`src/rtl/trivium_keystream_par.sv`:
```
// Trivium keystream generator: byte-serial key/IV load, internal warm-up, OUT_W bits per cycle on a valid/ready port.
// Optional macro TRIVIUM_KS_COUNT_EN enables the saturating delivered-word counter on ks_count.
module trivium_keystream_par #(
  parameter int OUT_W  = 8,
  parameter int WARMUP = 1152
) (
  input  logic             clk,
  input  logic             rst_n,
  input  logic             ena,
  input  logic             load_start,
  input  logic             load_valid,
  input  logic [7:0]       load_data,
  output logic             load_ready,
  output logic             busy,
  output logic             ks_valid,
  input  logic             ks_ready,
  output logic [OUT_W-1:0] ks_data,
  output logic [31:0]      ks_count
);

  typedef enum logic [1:0] {S_IDLE, S_LOAD, S_WARM, S_RUN} state_t;

  localparam int WARM_CYCLES = WARMUP / OUT_W;
  localparam int RND_W       = (WARM_CYCLES > 1) ? $clog2(WARM_CYCLES) : 1;

  state_t           state;
  logic [288:1]     s;          // s[i] is Trivium state bit s_i
  logic [4:0]       byte_cnt;
  logic [RND_W-1:0] round_cnt;

  logic [288:1]     s_next;
  logic [OUT_W-1:0] z_word;
  logic [8:0]       load_pos;

  // OUT_W Trivium steps chained combinationally; step k yields keystream bit k.
  always_comb begin
    logic [288:1] v;
    logic         t1, t2, t3;
    // NOTE: every variable gets a default before any branch or loop so no latch is inferred.
    v      = s;
    t1     = 1'b0;
    t2     = 1'b0;
    t3     = 1'b0;
    z_word = '0;
    for (int k = 0; k < OUT_W; k++) begin
      t1        = v[66]  ^ v[93];
      t2        = v[162] ^ v[177];
      t3        = v[243] ^ v[288];
      z_word[k] = t1 ^ t2 ^ t3;
      t1        = t1 ^ (v[91]  & v[92])  ^ v[171];
      t2        = t2 ^ (v[175] & v[176]) ^ v[264];
      t3        = t3 ^ (v[286] & v[287]) ^ v[69];
      v         = {v[287:178], t2, v[176:94], t1, v[92:1], t3};
    end
    s_next = v;
  end

  // Key bytes fill s1..s80, IV bytes fill s94..s173, LSB first.
  always_comb begin
    load_pos = 9'd1;
    if (byte_cnt < 5'd10) load_pos = 9'(byte_cnt) * 9'd8 + 9'd1;
    else                  load_pos = (9'(byte_cnt) - 9'd10) * 9'd8 + 9'd94;
  end

  // NOTE: sequential state uses non-blocking assignments only, so every flop samples pre-edge values.
  always_ff @(posedge clk or negedge rst_n) begin
    if (!rst_n) begin
      state     <= S_IDLE;
      s         <= '0;
      byte_cnt  <= '0;
      round_cnt <= '0;
      ks_valid  <= 1'b0;
      ks_data   <= '0;
    end else if (ena) begin
      if (load_start) begin
        state     <= S_LOAD;
        s         <= '0;
        byte_cnt  <= '0;
        round_cnt <= '0;
        ks_valid  <= 1'b0;
      end else begin
        case (state)
          S_LOAD: if (load_valid) begin
            s[load_pos +: 8] <= load_data;
            if (byte_cnt == 5'd19) begin
              s[288:286] <= 3'b111;
              byte_cnt   <= '0;
              state      <= S_WARM;
            end else begin
              byte_cnt <= byte_cnt + 5'd1;
            end
          end
          S_WARM: begin
            s <= s_next;
            if (round_cnt == RND_W'(WARM_CYCLES - 1)) begin
              round_cnt <= '0;
              state     <= S_RUN;
            end else begin
              round_cnt <= round_cnt + 1'b1;
            end
          end
          // A stalled word holds together with s, so no keystream bit is lost or repeated.
          S_RUN: if (!ks_valid || ks_ready) begin
            s        <= s_next;
            ks_data  <= z_word;
            ks_valid <= 1'b1;
          end
          default: ;
        endcase
      end
    end
  end

  assign load_ready = (state == S_LOAD);
  assign busy       = (state == S_LOAD) || (state == S_WARM);

`ifdef TRIVIUM_KS_COUNT_EN
  logic [31:0] ks_cnt_q;

  always_ff @(posedge clk or negedge rst_n) begin
    if (!rst_n) begin
      ks_cnt_q <= '0;
    end else if (ena) begin
      if (load_start)                                    ks_cnt_q <= '0;
      else if (ks_valid && ks_ready && (ks_cnt_q != '1)) ks_cnt_q <= ks_cnt_q + 32'd1;
    end
  end

  assign ks_count = ks_cnt_q;
`else
  assign ks_count = 32'd0;
`endif

endmodule

```
`config.mk`:
```
export PLATFORM = sky130hd
export DESIGN_NAME = trivium_keystream_par
export DESIGN_NICKNAME = d
export VERILOG_FILES = /design/src/rtl/trivium_keystream_par.sv
export SDC_FILE = /design/constraint.sdc
export NUM_CORES = 1
export LEC_CHECK = 0
export BUFFER_PORTS_ARGS = -buffer_cell sky130_fd_sc_hd__buf_2
export CORE_MARGIN = 5
export CORE_UTILIZATION = 49
export DETAILED_ROUTE_END_ITERATION = 16
export HOLD_SLACK_MARGIN = 0.08
export PLACE_DENSITY = 0.65
export SYNTH_ARGS = -nofsm -noshare
export SYNTH_HDL_FRONTEND = slang
export SYNTH_SLANG_ARGS = --single-unit
```
`constraint.sdc`:
```
create_clock -name clk -period 7.6 [get_ports clk]
set_input_delay 0.76 -clock clk [delete_from_list [all_inputs] [get_ports clk]]
set_output_delay 0.76 -clock clk [all_outputs]
set_load 0.02 [all_outputs]
```
==> metrics.txt <==
Area contributors post-synth=dfrtp_1 (43%), nand2_1 (4.9%), a22oi_1 (4.7%); count of different cell masters after synthesis=89; area grow syn2layout=8.63%; global router's overall resource usage=35.0%; total power draw=7350 uW; ys async rst share=100%; Startpoint Class=flip-flop; WL per Instance=31.0 um; max cap viols=0; CTS clock-pin slew for the worst setup and hold paths=0.06 ns; Worst-Skew Late Latency=0.56 ns; vias in the first global route=15,500; met1 global-route usage=46.7%; power density cells=377 nW/um^2; # port buffers=24; register area share after synthesis=43.5%; DRT iter0 DRCs=2,149; cts hold-fix bufs=0; post-CTS setup buffers=0; grt total ovfl=0; clk sinks=312; CTS tree=built; I/O pin total=57; #FFs+latches synth=312; Syn Area/Cell=9.61 um^2; Final Critical Period=4.78 ns; Max Slew Vio Count=0; crit-path max FO=24; Slew @ Worst Pin=1.38 ns; Hold Path Class=in -> async; Max Freq=209 MHz; DR pass1 iterations=6; Yosys top cell by area=dfrtp_1; register-to-register setup slack=2.82 ns; delay of the slowest critical-path stage=0.88 ns; TritonCTS buffer count=37; max_slew headroom=7.97%; register area=7810 um^2; YS warnings=0; status=completed; Post-Synthesis Cells=1,868; num rows=70; required time worst endpoint=8.00 ns; M3 GR Usage=9.33%; Worst VDD drop=0.268 mV; Fin Setup TNS=0 ns; Post-synth EDFFs=0; global route hottest layer=met2; Root Driver=clkbuf_16; Yosys top cell area share=43.5%; Starting Density=49.4%; multi-input logic area=9400 um^2; Clock Tree Buf Depth=3; die area=40,600 um^2; highest-delay cell along the critical path=dfrtp_1; core area=36,300 um^2; Mapped Area=18,000 um^2; largest net degree at the start of global routing=177; commonest non-fill, non-tap cell in the layout=dfrtp_1; Filler cells=3,286; final hold viol count=0; drt via density=6.89; FF-to-FF Start=byte_cnt[4]$_DFFE_PN0P_; global placement routability congestion=1.09; LEAKAGE=0.00779 uW; drt total wl=72,600 um; first-pass GRT wire length=106,000 um; Final period util=63.0%; Nets=1,870; Die Width=201 um; final setup vio count=0; PostCTS Resize Cnt=0; CTS H-Tree Depth=2; via count=16,100; Die Span Y=201 um; Clock Skew=0.0180 ns; Worst R2R Path Depth=9; # DRC=0; CP endpoint kind=flip-flop; met2 capacity usage during global routing=49.8%; initial antenna violation count=2; worst-path cell chain=clkinv_1, nand2_4, ha_1, buf_4, nor2_1, a31oi_1, nor3_2, o21ai_1, o21ai_0; crit path kind=reg -> reg; Post-DRT Antenna Nets=0; Detail Placement HPWL=52,000 um; Synth Flop Type=dfrtp_1; crit path DAT=5.18 ns; layout cells sized above 1=12.3%; unrepaired setup endpoints after global routing=false; Reg-to-Reg End=s[189]$_DFFE_PN0P_; commonest cells after routing, fill and taps aside=dfrtp_1 (312), nand2_1 (232), a22oi_1 (112)
==> where the power goes <==
group	switching, uW	leakage [uW]	internal (uW)	total [uW]
registers	197	0.00429	1850	2050
logic	2740	0.00292	799	3540
clock network	721	0.000575	1040	1760
total	3660	0.00779	3690	7350
==> area by class of cell <==
class	instances	share of cell area [%]
antenna	1	0.0128
clock buffer	58	5.72
clock inverter	4	0.308
inverter	27	0.526
multi-input combinational	1408	48.2
sequential	312	40.0
tap	468	3.00
timing repair buffer	60	2.18
==> critical path: cells and delay by family (launching register included) <==
| kind | cells | cell delay, ns |
|---|---|---|
| and+or+nand+nor | 3 | 0.70 |
| DFF | 1 | 0.88 |
| buffers and inverters | 2 | 0.90 |
| AOI/OAI and AO/OA | 3 | 1.69 |
| adders and majority gates | 1 | 0.45 |
==> synth_stat cells (all sizes together) (3+ instances only) <==
cell / count
dfrtp: 312
nand2: 233
o21ai: 149
a22oi: 113
nor2: 102
a21oi: 96
a22o: 93
o2bb2ai: 89
clkbuf: 77
buf: 75
xnor2: 67
mux2: 56
o31ai: 43
nor4: 39
nor3: 38
inv: 25
xor2: 25
nand3: 23
o22ai: 21
a32oi: 16
a32o: 13
a2bb2oi: 12
and2: 11
o21a: 11
a21o: 10
ha: 10
or2: 10
nand2b: 9
nand4: 9
a221o: 8
nor2b: 8
or3: 8
and3: 7
o32ai: 6
a31oi: 4
mux2i: 4
a211oi: 3
o22a: 3
o41ai: 3
or4: 3
==> kinds of logic (layout without fill, tap and decap cells) <==
logic type / count (synthesis) / after routing / share of synthesized area [%]
AOI/OAI and AO/OA: 704 / 704 / 28.5
muxes: 60 / 60 / 3.81
adders and majority gates: 10 / 10 / 0.697
other: 1 / 33 / 0.0209
DFF: 312 / 312 / 43.5
buffers and inverters: 179 / 149 / 4.94
xor gates and xnor gates: 92 / 92 / 4.53
and+or+nand+nor: 510 / 510 / 14.0
==> sequential cells by signal, summed over array words and instances (netlist names) <==
| name | flops |
|---|---|
| ks_data | 8 |
| s | 288 |
| round_cnt | 8 |
| byte_cnt | 5 |
| state | 2 |
| ks_valid | 1 |
==> through the flow <==
step | area (um^2) | worst slack (ns) | instances | utilization, % | hold WS, ns
after floorplan | 18100 | 4.52 | 1899 | - | 0.448
after global placement | 18300 | 3.10 | 2275 | 50.4 | 0.462
after detailed placement | 18300 | 2.98 | 2275 | 50.4 | 0.470
after CTS | 19500 | 3.00 | 2337 | 53.7 | 0.191
after global routing | 19500 | 2.51 | 2337 | 53.7 | 0.226
final | 19500 | 2.82 | 2338 | 53.7 | 0.166
==> worst max-delay path by stage <==
stage / endpoint / slack [ns] / cells past startpoint / from
2_1_floorplan: s[198]$_DFFE_PN0P_ / 4.52 / 13 / byte_cnt[2]$_DFFE_PN0P_
3_3_place_gp: s[250]$_DFFE_PN0P_ / 3.10 / 11 / byte_cnt[4]$_DFFE_PN0P_
3_5_place_dp: s[188]$_DFFE_PN0P_ / 2.98 / 9 / byte_cnt[4]$_DFFE_PN0P_
4_1_cts: s[189]$_DFFE_PN0P_ / 3.00 / 9 / byte_cnt[4]$_DFFE_PN0P_
5_1_grt: s[250]$_DFFE_PN0P_ / 2.51 / 11 / byte_cnt[4]$_DFFE_PN0P_
6_report: s[189]$_DFFE_PN0P_ / 2.82 / 9 / byte_cnt[4]$_DFFE_PN0P_
==> metal layers <==
layer,part of all wire (%),vias up
li1,-,6900
met1,39,7907
met2,41,1013
met3,11,287
met4,8.7,0
met5,0,-
(Power assumes the default switching activity.)
